==> src/rtl/fir_output_packer_pkg.sv <==
// ============================================================================
// Module : fir_pkg
// Brief  : Shared defaults, saturation limits and serializer state encoding
//          for the FIR output packer.
// Rev    : 1.0  initial release
// ============================================================================
`default_nettype none

package fir_pkg;

  localparam int IN_WIDTH_DEF  = 38;
  localparam int OUT_WIDTH_DEF = 16;
  localparam int OUT_MAX       = 32767;
  localparam int OUT_MIN       = -32768;

  typedef enum logic [1:0] {
    ST_IDLE    = 2'd0,
    ST_SEND_LO = 2'd1,
    ST_SEND_HI = 2'd2
  } ser_state_e;

endpackage

`default_nettype wire

==> src/rtl/fir_output_packer_sample_fifo.sv <==
// ============================================================================
// Module : sample_fifo
// Brief  : Synchronous FIFO for scaled samples; DEPTH must be a power of two
//          so the pointers wrap naturally.
// Rev    : 1.0  initial release
// ============================================================================
`default_nettype none

module sample_fifo #(
  parameter int WIDTH = 16,
  parameter int DEPTH = 4
) (
  input  logic             clock,
  input  logic             reset,
  input  logic             push_i,
  input  logic [WIDTH-1:0] wdata_i,
  input  logic             pop_i,
  output logic [WIDTH-1:0] rdata_o,
  output logic             full_o,
  output logic             empty_o
);

  localparam int AW = (DEPTH > 1) ? $clog2(DEPTH) : 1;
  localparam logic [AW:0] DEPTH_CNT = (AW + 1)'(DEPTH);

  logic [WIDTH-1:0] mem_q [DEPTH];
  logic [AW-1:0]    wr_ptr_q;
  logic [AW-1:0]    rd_ptr_q;
  logic [AW:0]      count_q;
  logic             w_do_push;
  logic             w_do_pop;

  assign full_o    = (count_q == DEPTH_CNT);
  assign empty_o   = (count_q == '0);
  assign w_do_push = push_i && !full_o;
  assign w_do_pop  = pop_i && !empty_o;
  assign rdata_o   = mem_q[rd_ptr_q];

  always_ff @(posedge clock) begin
    if (w_do_push) begin
      mem_q[wr_ptr_q] <= wdata_i;
    end
  end

  always_ff @(posedge clock) begin
    if (reset) begin
      wr_ptr_q <= '0;
      rd_ptr_q <= '0;
      count_q  <= '0;
    end else begin
      if (w_do_push) begin
        wr_ptr_q <= wr_ptr_q + 1'b1;
      end
      if (w_do_pop) begin
        rd_ptr_q <= rd_ptr_q + 1'b1;
      end
      case ({w_do_push, w_do_pop})
        2'b10:   count_q <= count_q + 1'b1;
        2'b01:   count_q <= count_q - 1'b1;
        default: count_q <= count_q;
      endcase
    end
  end

endmodule

`default_nettype wire

==> src/rtl/fir_output_packer.sv <==
// ============================================================================
// Module : fir_output_packer
// Brief  : Scales/saturates FIR accumulator results to 16 bits, buffers them
//          and serializes each as low byte then high byte to a UART.
//          Build option: FIR_OUTPUT_ROUND_EN selects round-half-up scaling.
// Rev    : 1.0  initial release
// ============================================================================
`default_nettype none

module fir_output_packer
  import fir_pkg::*;
#(
  parameter int IN_WIDTH   = IN_WIDTH_DEF,
  parameter int OUT_WIDTH  = OUT_WIDTH_DEF,
  parameter int SHIFT      = 15,
  parameter int FIFO_DEPTH = 4
) (
  input  logic                       clock,
  input  logic                       reset,
  input  logic signed [IN_WIDTH-1:0] in_data,
  input  logic                       in_valid,
  output logic                       in_ready,
  output logic        [7:0]          tx_data,
  output logic                       tx_valid,
  input  logic                       tx_ready,
  output logic                       sat_flag,
  output logic                       busy
);

  localparam logic signed [IN_WIDTH:0]  SAT_HI = (IN_WIDTH + 1)'(OUT_MAX);
  localparam logic signed [IN_WIDTH:0]  SAT_LO = (IN_WIDTH + 1)'(OUT_MIN);
  localparam logic        [OUT_WIDTH-1:0] OUT_MAX_V = OUT_WIDTH'(OUT_MAX);
  localparam logic        [OUT_WIDTH-1:0] OUT_MIN_V = OUT_WIDTH'(OUT_MIN);

  logic signed [IN_WIDTH:0]  w_ext;
  logic signed [IN_WIDTH:0]  w_pre;
  logic signed [IN_WIDTH:0]  w_shr;
  logic                      w_sat_hi;
  logic                      w_sat_lo;
  logic        [OUT_WIDTH-1:0] w_scaled;
  logic                      w_accept;

  logic                      w_fifo_full;
  logic                      w_fifo_empty;
  logic                      w_pop;
  logic        [OUT_WIDTH-1:0] w_fifo_rdata;

  ser_state_e                state_q, state_d;
  logic        [OUT_WIDTH-1:0] hold_q, hold_d;
  logic                      sat_q, sat_d;

  // One extra bit of headroom keeps the rounding add from overflowing.
  assign w_ext = {in_data[IN_WIDTH-1], in_data};

`ifdef FIR_OUTPUT_ROUND_EN
  localparam int RSH = (SHIFT > 0) ? SHIFT - 1 : 0;
  localparam logic signed [IN_WIDTH:0] ROUND_ADD =
    (SHIFT > 0) ? ((IN_WIDTH + 1)'(1) << RSH) : '0;
  assign w_pre = w_ext + ROUND_ADD;
`else
  assign w_pre = w_ext;
`endif

  assign w_shr    = w_pre >>> SHIFT;
  assign w_sat_hi = (w_shr > SAT_HI);
  assign w_sat_lo = (w_shr < SAT_LO);
  assign w_scaled = w_sat_hi ? OUT_MAX_V :
                    w_sat_lo ? OUT_MIN_V : w_shr[OUT_WIDTH-1:0];

  assign in_ready = !w_fifo_full;
  assign w_accept = in_valid && in_ready;
  assign sat_d    = sat_q | (w_accept & (w_sat_hi | w_sat_lo));
  assign sat_flag = sat_q;
  assign busy     = !w_fifo_empty || (state_q != ST_IDLE);

  sample_fifo #(
    .WIDTH (OUT_WIDTH),
    .DEPTH (FIFO_DEPTH)
  ) u_fifo (
    .clock   (clock),
    .reset   (reset),
    .push_i  (w_accept),
    .wdata_i (w_scaled),
    .pop_i   (w_pop),
    .rdata_o (w_fifo_rdata),
    .full_o  (w_fifo_full),
    .empty_o (w_fifo_empty)
  );

  always_ff @(posedge clock) begin
    if (reset) begin
      state_q <= ST_IDLE;
      hold_q  <= '0;
      sat_q   <= 1'b0;
    end else begin
      state_q <= state_d;
      hold_q  <= hold_d;
      sat_q   <= sat_d;
    end
  end

  // The high-byte handshake reloads directly so back-to-back samples never idle.
  always_comb begin
    state_d  = state_q;
    hold_d   = hold_q;
    w_pop    = 1'b0;
    tx_valid = 1'b0;
    tx_data  = 8'h00;
    case (state_q)
      ST_IDLE: begin
        if (!w_fifo_empty) begin
          w_pop   = 1'b1;
          hold_d  = w_fifo_rdata;
          state_d = ST_SEND_LO;
        end
      end
      ST_SEND_LO: begin
        tx_valid = 1'b1;
        tx_data  = hold_q[7:0];
        if (tx_ready) begin
          state_d = ST_SEND_HI;
        end
      end
      ST_SEND_HI: begin
        tx_valid = 1'b1;
        tx_data  = hold_q[15:8];
        if (tx_ready) begin
          if (!w_fifo_empty) begin
            w_pop   = 1'b1;
            hold_d  = w_fifo_rdata;
            state_d = ST_SEND_LO;
          end else begin
            state_d = ST_IDLE;
          end
        end
      end
      default: state_d = ST_IDLE;
    endcase
  end

endmodule

`default_nettype wire
==> config.mk <==
export PLATFORM = sky130hd
export DESIGN_NAME = fir_output_packer
export DESIGN_NICKNAME = d
export VERILOG_FILES = /design/src/rtl/fir_output_packer_pkg.sv /design/src/rtl/fir_output_packer_sample_fifo.sv /design/src/rtl/fir_output_packer.sv
export SDC_FILE = /design/constraint.sdc
export NUM_CORES = 1
export LEC_CHECK = 0
export ABC_AREA = 1
export CAP_MARGIN = 20
export CORE_ASPECT_RATIO = 0.75
export CORE_MARGIN = 1
export CORE_UTILIZATION = 51
export CTS_BUF_LIST = sky130_fd_sc_hd__clkbuf_8
export DETAILED_ROUTE_END_ITERATION = 7
export MAX_ROUTING_LAYER = met4
export PLACE_DENSITY = 0.78
export SYNTH_ARGS = -nofsm -noshare
export SYNTH_HDL_FRONTEND = slang
export SYNTH_SLANG_ARGS = --single-unit
==> constraint.sdc <==
create_clock -name clock -period 1.85 [get_ports clock]
set_input_delay 0.37 -clock clock [delete_from_list [all_inputs] [get_ports clock]]
set_output_delay 0.37 -clock clock [all_outputs]
set_load 0.02 [all_outputs]
==> run_results.csv <==
group,metric,value,unit
yosys,synth_cell_type_count,27,
worst_setup_path,r2r_cells,13,
sta,post-route-period-util,109,%
detailed_routing,drt_wl_total,8.52,mm
clocking,clkLatencyLatePin,0.35,ns
clocking,clock-sinks,92,
place,gp_congestion,0.831,
yosys,synth_cells,400,
worst_setup_path,critPathBufInv,4,
sta,hold_viol,0,
power,power_leakage,1.90,nW
worst_setup_path,cp_slowest_cell,"dfxtp_4",
worst_setup_path,crit_top_cell,"inv_2",
worst_setup_path,required,2.09,ns
sta,slew_viol_final,0,
clocking,cts_tree,"yes",
outcome,violations,"negative setup slack",
worst_setup_path,critical_path_peak_fanout,3,
floorplan,num_rows,27,
sta,relSlewSlack,61.8,%
yosys,synth_edf_count,64,
worst_setup_path,crit_type,"reg2reg",
detailed_routing,vias,2992,
yosys,yosysTopAreaCell,"edfxtp_1",
floorplan,die_area,8190,um2
flow_run,drv_cap,0,
yosys,synth_common_cells,"91 x nor2_1, 64 x edfxtp_1, 60 x nand2_1",
floorplan,dieHeight,78.6,um
sta,fin_ws,-0.169,ns
detailed_routing,drc,0,
layout,diodes,0,
sta,setup_viol,12,
global_routing,antenna_found_initial,0,
layout,fillers,560,
floorplan,pin_count,54,
clocking,ctsHoldBuffers,0,
yosys,syn_nets,453,
power,irDropWorstVdd,0.748,mV
layout,nNetsFinal,519,
yosys,yosys_warnings,0,
sta,worst_clock_skew,0.0128,ns
worst_setup_path,worstSetupEndpointType,"flip-flop",
floorplan,start_util,53.5,%
sta,hold_ws,0.454,ns
yosys,synth_seq_cells,92,
clocking,cts_max_level,3,
outcome,status,"finished with violations",
detailed_routing,first_pass_iters,4,
place,portBuffers,38,
yosys,yosysMostFrequentCell,"nor2_1",
yosys,synthArstFlopShare,0,%
power,p_total,7.36,mW
clocking,cts_buffers,9,
place,pre_cts_ws,-0.378,ns
yosys,synth.avg_cell_area,9.98,um2
sta,rsz0062_at_grt,"yes",
place,place_hpwl,5.24,mm
detailed_routing,wire_per_inst,14.9,um
worst_hold_path,min_path_type,"reg2reg",
detailed_routing,ant_nets,0,
worst_hold_path,worstHoldPathCells,2,
detailed_routing,drtIter0Drc,229,
global_routing,track_usage,22.1,%
sta,tightest_slew,0.571,ns
detailed_routing,routed_via_density,5.23,
global_routing,overflow,0,
clocking,root_buffer,"clkbuf_8",
yosys,synthTopCellsByArea,"edfxtp_1 48%, dfxtp_1 14%, nor2_1 8.6%",
worst_setup_path,critical_path.top_delay_family,"adder cells",
worst_setup_path,critPathMaxStageDelay,0.38,ns
worst_setup_path,crit_path_start_kind,"flip-flop",
yosys,synth_ff_type,"edfxtp_1",
yosys,syn_area,3990,um2
clocking,clk_pin_slew,0.09,ns
global_routing,grt_max_degree,33,
layout,area_growth_syn_to_layout,25.5,%
yosys,synth_top_area_share,48.1,%
layout,finish.utilization,67.1,%
yosys,ys_seq_area_share,62.2,%
worst_setup_path,cp_cell_sequence,"buf_6, ha_4, inv_2, o21ai_2, nand2_2, inv_2, ha_4, inv_2, fa_2, a21oi_2, o21ai_1, o21ai_1, a21oi_1",
layout,drive_gt1_share,18.5,%
floorplan,coreArea,7470,um2
worst_setup_path,crit_cells,13,
worst_setup_path,cp.arrival,2.26,ns
sta,max_freq,495,MHz
floorplan,die-width,104,um
sta,period_minus_slack,2.02,ns
global_routing,grt_pass1_wl,13.4,mm
clocking,ctsLongestPathBuffers,2,
power,powerDensity,1470,nW/um2
global_routing,grt_pass1_vias,2797,
==> power breakdown <==
part / leakage [nW] / total [mW] / switching [mW] / internal (mW)
clock: 0.101 / 1.26 / 0.650 / 0.611
sequential: 0.811 / 2.85 / 0.201 / 2.65
combinational: 0.986 / 3.25 / 1.89 / 1.36
==> state kept, by name, indices dropped and copies added, names as in the netlist, named ones only <==
name             cells
hold_q              16
sat_flag             1
state_q              2
u_fifo.count_q       3
u_fifo.mem_q        64
u_fifo.rd_ptr_q      2
u_fifo.wr_ptr_q      2
==> worst register-to-register path, stage by stage (launching register included) <==
cell and delay [ns]:
dfxtp_4 0.38, buf_6 0.10, ha_4 0.15, inv_2 0.04, o21ai_2 0.14, nand2_2 0.09, inv_2 0.09, ha_4 0.13
inv_2 0.04, fa_2 0.34, a21oi_2 0.12, o21ai_1 0.10, o21ai_1 0.15, a21oi_1 0.05
==> cell type report <==
| class | count | area [um2] | area share (%) |
|---|---|---|---|
| Clock inverter | 7 | 61.3 | 1.22 |
| Tap cell | 101 | 126 | 2.52 |
| Inverter | 24 | 104 | 2.07 |
| Multi-Input combinational cell | 266 | 1350 | 27.0 |
| Sequential cell | 92 | 2490 | 49.7 |
| Clock buffer | 9 | 124 | 2.47 |
| Timing Repair Buffer | 73 | 756 | 15.1 |
==> kinds of logic (layout without fill, tap and decap cells) <==
group	Yosys count	count (layout)	synth area share, %
and+or+nand+nor	158	158	15.7
buffers and inverters	42	113	5.89
AOI/OAI and AO/OA	96	96	12.4
DFF	92	92	62.2
adders and majority gates	11	11	3.64
xor gates and xnor gates	1	1	0.219
==> worst paths after layout <==
check	start	to	slack [ns]
max	state_q[1]	u_fifo.count_q[2]	-0.17
max reg2reg	state_q[1]	u_fifo.count_q[2]	-0.17
min	sat_flag	sat_flag	0.45
min reg2reg	sat_flag	sat_flag	0.45
==> through the flow <==
step / setup TNS (ns) / instances / area (um2)
finish: -1.23 / 572 / 5010
detailed placement: -2.47 / 547 / 4700
floorplan: -2.42 / 400 / 4020
CTS: -1.09 / 570 / 4920
global placement: -2.25 / 547 / 4700
global route: -2.26 / 572 / 5010
==> layout by cell type (no fill, tap or decap), types with 2 or more instances in the layout <==
cell,instances
ha_4,4
buf_6,6
dfxtp_4,2
inv_1,15
nand2_1,58
o21ai_1,47
clkinvlp_4,2
buf_12,9
inv_4,2
a21oi_2,4
nor2_1,91
o21ai_2,2
nand2_2,3
clkdlybuf4s50_1,27
dfxtp_1,26
inv_6,2
nand3_1,2
inv_2,8
buf_4,28
o21ai_0,25
edfxtp_1,64
dlygate4sd2_1,2
ha_1,6
clkbuf_8,9
a21oi_1,17
==> timing repair <==
action | CTS | global route
gates resized for setup | 40 | 28
endpoints found under the setup margin | 13 | 13
cloned | 0 | 0
endpoints found under the hold margin | 0 | 0
setup buffers | 7 | 5
pin swaps | 2 | 7
==> layer usage <==
metal  share of wire [%]  track usage (%)  wire [um]  up-vias
met5                   0                -          0        -
met4                 1.7             6.71        142        0
met3                 4.9             6.15        418       15
met2                  48             35.5       4110       79
met1                  45             27.6       3850     1424
li1                    -                -          -     1474
Note: power is estimated with default switching activity, not from simulation.
